$ cat config.mk
export PLATFORM = sky130hd
export DESIGN_NAME = ex_unit
export DESIGN_NICKNAME = d
export VERILOG_FILES = /design/src/rtl/ex_unit.sv
export SDC_FILE = /design/constraint.sdc
export NUM_CORES = 1
export LEC_CHECK = 0
export ABC_AREA = 0
export BUFFER_PORTS_ARGS = -buffer_cell sky130_fd_sc_hd__buf_2
export CAP_MARGIN = 0
export CORE_MARGIN = 2
export CORE_UTILIZATION = 44
export DETAILED_ROUTE_END_ITERATION = 10
export SYNTH_ARGS = -nofsm -noshare
export SYNTH_HDL_FRONTEND = slang
export SYNTH_SLANG_ARGS = --single-unit
$ cat constraint.sdc
create_clock -name clock -period 9.5 [get_ports clock]
set_input_delay 2.85 -clock clock [delete_from_list [all_inputs] [get_ports clock]]
set_output_delay 2.85 -clock clock [all_outputs]
set_load 0.005 [all_outputs]
$ cat src/rtl/ex_unit.sv
// Execute stage: combinational ALU with HI/LO registers and a multi-cycle restoring divider.
// The divider and DIV/DIVU are built only when EX_DIV_EN is defined; otherwise they act as NOP.
module ex_unit (
    input  logic        clock,
    input  logic        reset,
    input  logic [7:0]  ex_operator,
    input  logic [2:0]  ex_category,
    input  logic [31:0] ex_operand1,
    input  logic [31:0] ex_operand2,
    input  logic [4:0]  ex_write_addr,
    input  logic        ex_write_enable,
    output logic [4:0]  mem_write_addr,
    output logic        mem_write_enable,
    output logic [31:0] mem_write_data,
    output logic        stall_request
);
    localparam logic [2:0] CAT_LOGIC = 3'd1;
    localparam logic [2:0] CAT_SHIFT = 3'd2;
    localparam logic [2:0] CAT_MOVE  = 3'd3;
    localparam logic [2:0] CAT_ARITH = 3'd4;

    localparam logic [7:0] OP_OR   = 8'h25;
    localparam logic [7:0] OP_AND  = 8'h24;
    localparam logic [7:0] OP_XOR  = 8'h26;
    localparam logic [7:0] OP_NOR  = 8'h27;
    localparam logic [7:0] OP_SLL  = 8'h7C;
    localparam logic [7:0] OP_SRL  = 8'h02;
    localparam logic [7:0] OP_SRA  = 8'h03;
    localparam logic [7:0] OP_ADDU = 8'h21;
    localparam logic [7:0] OP_SUBU = 8'h23;
    localparam logic [7:0] OP_SLT  = 8'h2A;
    localparam logic [7:0] OP_MFHI = 8'h10;
    localparam logic [7:0] OP_MTHI = 8'h11;
    localparam logic [7:0] OP_MFLO = 8'h12;
    localparam logic [7:0] OP_MTLO = 8'h13;

    logic [31:0] r_hi;
    logic [31:0] r_lo;
    logic        w_div_wr;
    logic [31:0] w_div_hi;
    logic [31:0] w_div_lo;
    logic [4:0]  w_sh;

    assign mem_write_addr   = ex_write_addr;
    assign mem_write_enable = ex_write_enable;
    assign w_sh             = ex_operand1[4:0];

    always_comb begin
        mem_write_data = '0;
        case (ex_category)
            CAT_LOGIC: begin
                case (ex_operator)
                    OP_OR:   mem_write_data = ex_operand1 | ex_operand2;
                    OP_AND:  mem_write_data = ex_operand1 & ex_operand2;
                    OP_XOR:  mem_write_data = ex_operand1 ^ ex_operand2;
                    OP_NOR:  mem_write_data = ~(ex_operand1 | ex_operand2);
                    default: mem_write_data = '0;
                endcase
            end
            CAT_SHIFT: begin
                case (ex_operator)
                    OP_SLL:  mem_write_data = ex_operand2 << w_sh;
                    OP_SRL:  mem_write_data = ex_operand2 >> w_sh;
                    OP_SRA:  mem_write_data = $signed(ex_operand2) >>> w_sh;
                    default: mem_write_data = '0;
                endcase
            end
            CAT_ARITH: begin
                case (ex_operator)
                    OP_ADDU: mem_write_data = ex_operand1 + ex_operand2;
                    OP_SUBU: mem_write_data = ex_operand1 - ex_operand2;
                    OP_SLT:  mem_write_data = {31'd0, $signed(ex_operand1) < $signed(ex_operand2)};
                    default: mem_write_data = '0;
                endcase
            end
            CAT_MOVE: begin
                case (ex_operator)
                    OP_MFHI: mem_write_data = r_hi;
                    OP_MFLO: mem_write_data = r_lo;
                    default: mem_write_data = '0;
                endcase
            end
            default: mem_write_data = '0;
        endcase
    end

    // A finishing divide owns HI/LO; ID/EX is held during a divide so MTHI/MTLO cannot collide.
    always_ff @(posedge clock) begin
        if (reset) begin
            r_hi <= '0;
            r_lo <= '0;
        end else if (w_div_wr) begin
            r_hi <= w_div_hi;
            r_lo <= w_div_lo;
        end else begin
            if (ex_operator == OP_MTHI) r_hi <= ex_operand1;
            if (ex_operator == OP_MTLO) r_lo <= ex_operand1;
        end
    end

`ifdef EX_DIV_EN
    localparam logic [7:0] OP_DIV  = 8'h1A;
    localparam logic [7:0] OP_DIVU = 8'h1B;

    typedef enum logic [1:0] {S_IDLE, S_RUN, S_DBZ, S_DONE} div_state_t;

    div_state_t  r_state;
    div_state_t  w_next;
    logic [5:0]  r_count;
    logic [31:0] r_quot;
    logic [31:0] r_rem;
    logic [31:0] r_divisor;
    logic        r_neg_q;
    logic        r_neg_r;
    logic        w_is_div;
    logic        w_signed;
    logic [31:0] w_mag1;
    logic [31:0] w_mag2;
    logic [32:0] w_partial;
    logic [32:0] w_trial;

    assign w_is_div  = (ex_operator == OP_DIV) || (ex_operator == OP_DIVU);
    assign w_signed  = (ex_operator == OP_DIV);
    assign w_mag1    = (w_signed && ex_operand1[31]) ? -ex_operand1 : ex_operand1;
    assign w_mag2    = (w_signed && ex_operand2[31]) ? -ex_operand2 : ex_operand2;
    assign w_partial = {r_rem, r_quot[31]};
    assign w_trial   = w_partial - {1'b0, r_divisor};
    assign w_div_hi  = r_neg_r ? -r_rem : r_rem;
    assign w_div_lo  = r_neg_q ? -r_quot : r_quot;

    always_ff @(posedge clock) begin
        if (reset) r_state <= S_IDLE;
        else       r_state <= w_next;
    end

    always_comb begin
        w_next = r_state;
        case (r_state)
            S_IDLE:  if (w_is_div) w_next = (ex_operand2 == '0) ? S_DBZ : S_RUN;
            S_RUN:   if (r_count == 6'd31) w_next = S_DONE;
            S_DBZ:   w_next = S_DONE;
            S_DONE:  w_next = S_IDLE;
            default: w_next = S_IDLE;
        endcase
    end

    always_comb begin
        stall_request = 1'b0;
        w_div_wr      = 1'b0;
        if (!reset) begin
            case (r_state)
                S_IDLE:  stall_request = w_is_div;
                S_RUN:   stall_request = 1'b1;
                S_DBZ:   stall_request = 1'b1;
                S_DONE:  w_div_wr      = 1'b1;
                default: stall_request = 1'b0;
            endcase
        end
    end

    // Divide by zero preloads the final HI/LO values so DONE writes them uncorrected.
    always_ff @(posedge clock) begin
        if (reset) begin
            r_count   <= '0;
            r_quot    <= '0;
            r_rem     <= '0;
            r_divisor <= '0;
            r_neg_q   <= 1'b0;
            r_neg_r   <= 1'b0;
        end else begin
            case (r_state)
                S_IDLE: begin
                    if (w_is_div) begin
                        r_count <= '0;
                        if (ex_operand2 == '0) begin
                            r_quot    <= '1;
                            r_rem     <= ex_operand1;
                            r_divisor <= '0;
                            r_neg_q   <= 1'b0;
                            r_neg_r   <= 1'b0;
                        end else begin
                            r_quot    <= w_mag1;
                            r_rem     <= '0;
                            r_divisor <= w_mag2;
                            r_neg_q   <= w_signed && (ex_operand1[31] ^ ex_operand2[31]);
                            r_neg_r   <= w_signed && ex_operand1[31];
                        end
                    end
                end
                S_RUN: begin
                    r_count <= r_count + 6'd1;
                    if (!w_trial[32]) begin
                        r_rem  <= w_trial[31:0];
                        r_quot <= {r_quot[30:0], 1'b1};
                    end else begin
                        r_rem  <= w_partial[31:0];
                        r_quot <= {r_quot[30:0], 1'b0};
                    end
                end
                default: begin
                end
            endcase
        end
    end
`else
    assign stall_request = 1'b0;
    assign w_div_wr      = 1'b0;
    assign w_div_hi      = '0;
    assign w_div_lo      = '0;
`endif

endmodule

==> key figures <==
Run status
  – Run status: finished clean

Critical path
  – Crit path required time: between 6 and 7 ns
  – WP data arrival: 6.33 ns
  – Worst-path fanout max: 6
  – Startpoint Class: primary input
  – Crit path capture type: primary output
  – CP Class: in -> out

Drt
  – DR vias: ~14000
  – Per-cell routed wire length: 26.4 um
  – DR iter-0 viols: 2267
  – TritonRoute pass-1 iters: 6
  – Vias per inst: 6.74
  – Post-Route WL: between 50 and 60 mm
  – Routed Antenna Nets: 0
  – Remaining DRCs: 0

Synthesis
  – Fraction of registers with async set or reset after synthesis: 0%
  – Top cells by area, synth: dfxtp_1 (11%), mux4_2 (10%), ha_1 (10%)
  – Most frequent cells after synthesis: nand2_1 (251), a21oi_1 (204), nor2_1 (157)
  – Avg Cell Area, Syn: between 6 and 7 um^2
  – Yosys reg bits: 64
  – Top FF cell, synth: dfxtp_1
  – Post-synth EDFFs: 0
  – Count leader, synth: nand2_1
  – Yosys warning count: 0
  – Sequential area share after synthesis: roughly 11%
  – Cell variety after synth: 88
  – Post-synth top area cell: dfxtp_1
  – Synth top area share: approximately 11%
  – Synthesized area: 0.0120 mm^2
  – Syn Nets: 1903
  – Syn Inst Count: 1720

Clock network
  – Clk sinks: 64
  – Hold bufs inserted after CTS: 0
  – Setup Fix Bufs, Post-CTS: 0
  – Post-cts resize count: 0
  – Later-pin clock latency in the skew report: 0.35 ns
  – H-tree depth: 3
  – Cts bufs inserted: 9
  – CTS tree: yes
  – Clk root buf: clkbuf_16
  – Clk pin slew, worst setup/hold paths: approximately 0.06 ns
  – Maximum clock path buffer count: 2

Final layout
  – Area taken by multi-input logic gates: just under 0.01 mm^2
  – Design area: about 0.013 mm^2
  – Share of layout cells above drive strength 1: approximately 15%
  – Layout area overhead: 9.04%
  – Fillers: approximately 2800
  – Register Area: 0.00128 mm^2
  – Post-layout util: 48.6%
  – NumNets Final: between 1500 and 2000

Floorplan
  – DIE WIDTH: about 170 um
  – Die Y: between 150 and 200 um
  – Initial Util: ~45%
  – Row count: 60
  – DIE AREA: ~0.029 mm^2
  – Core box area: roughly 0.027 mm^2
  – Io pins: roughly 120

Pwr
  – Lkg Pwr: approximately 0.0052 uW
  – Max VDD drop: 0.0608 mV
  – Power Density: approximately 92 mW/mm^2

Placement
  – Post-DP HPWL: approximately 41 mm
  – Routability cong.: ~1.1
  – DP Worst Slack: 0.475 ns
  – Input/output buffers: about 110
  – Area after DPL: 0.0127 mm^2

STA
  – RSZ-0062 raised after global routing: no
  – Actual slew at the worst max-slew pin: roughly 1.2 ns
  – Clock Skew: 0 ns
  – Setup TNS: 0 ns
  – Max_slew headroom: roughly a fifth
  – Max-slew violations: 0
  – Final period utilization: 96.6%
  – Top achievable clock speed: roughly 0.11 GHz
  – Final count of negative-setup-slack endpoints: 0
  – Hold Violations, Final: 0
  – Min Tclk post-route: about 9.2 ns
  – Final hold slack: between 0.4 and 0.5 ns
  – PnR worst setup slack: roughly 0.32 ns

Worst hold path
  – Hold crit path type: reg -> reg

Global route
  – Vias in the first global route: roughly 13000
  – Initial antenna violation count: 0
  – Largest net degree at the start of global routing: 74
  – First-pass GRT wire length: a little over 80 mm
  – GRT Total Usage: ~38%
  – GR Overflow Total: 0

Job
  – MaxCap Viol Count: 0
[layout make-up]
type                       count  share of cell area [%]
sequential                    64                    9.83
multi-input combinational   1407                    74.2
tap                          341                    3.27
clock buffer                   9                    1.73
timing repair buffer         158                    7.37
inverter                     107                    3.08
clock inverter                 6                   0.470
antenna                        2                  0.0384
[report_power, final]
part / total, uW / internal (uW) / switching, uW
registers: 269 / 269 / 0.298
logic: 575 / 207 / 368
clock network: 359 / 202 / 158
total: 1200 / 678 / 526
[per-layer routing]
layer,wire [um],part of all wire (%),track usage (%)
met5,0,0,0
met4,2030,3.7,12.9
met3,6760,12,7.93
met2,23600,43,56.5
met1,22900,41,54.0
[registers in the layout, indices dropped and copies added (netlist names)]
name  flops
r_lo     32
r_hi     32
[worst paths after layout]
check,startpoint,endpoint,slack (ns),cells after the start
worst max-delay path,ex_operand2[0],mem_write_data[30],0.32,14
worst min-delay path,r_hi[1],r_hi[1],0.45,2
worst max register to register,r_lo[30],r_lo[30],8.85,2
worst min register to register,r_hi[1],r_hi[1],0.45,2
[cells in the final DEF (no fill, tap or decap), types with 10 or more instances in the layout]
cell        n
a211o_1    16
a221o_1    10
dfxtp_1    64
buf_2     105
nand2b_1   11
a21oi_1   204
nor3_1     38
a221oi_1   10
nor2_1    155
a31oi_1    17
o211ai_1   31
a211oi_1   18
nor2b_1    12
ha_1       98
o21bai_1   17
o22ai_1    28
nand4_1    10
o21ai_0   134
a21o_1     10
nand3_1    29
mux4_2     55
a22oi_1    31
nand2_1   251
o31ai_1    13
buf_4      50
xnor2_1    14
inv_1     102
mux2i_1    53
[critical path, cell delays in order]
cell       delay, ns
buf_2           0.14
ha_1            0.22
inv_1           0.08
fa_1            0.38
nor2b_1         0.22
o2111ai_1       0.22
a311oi_1        0.59
o21ai_1         0.22
a21oi_1         0.31
a31oi_1         0.26
o31ai_1         0.33
mux2i_1         0.23
o211ai_1        0.11
buf_2           0.17
[cells by family (layout without fill, tap and decap cells)]
family / after synthesis / after routing / share of synthesized area [%]
compound gates: 610 / 610 / 32.4
simple gates: 562 / 562 / 20.8
buf+inv: 249 / 280 / 8.49
mux: 117 / 117 / 15.8
fa+ha+maj: 100 / 100 / 10.6
flops: 64 / 64 / 10.7
xor+xnor: 17 / 17 / 1.25
other cells: 1 / 3 / 0.0314
[through the flow]
step	power (uW)	std cells
2_1_floorplan	650	1720
3_3_place_gp	830	2077
3_5_place_dp	828	2077
4_1_cts	1190	2092
5_1_grt	1250	2092
6_report	1200	2094
(Power assumes the default switching activity.)
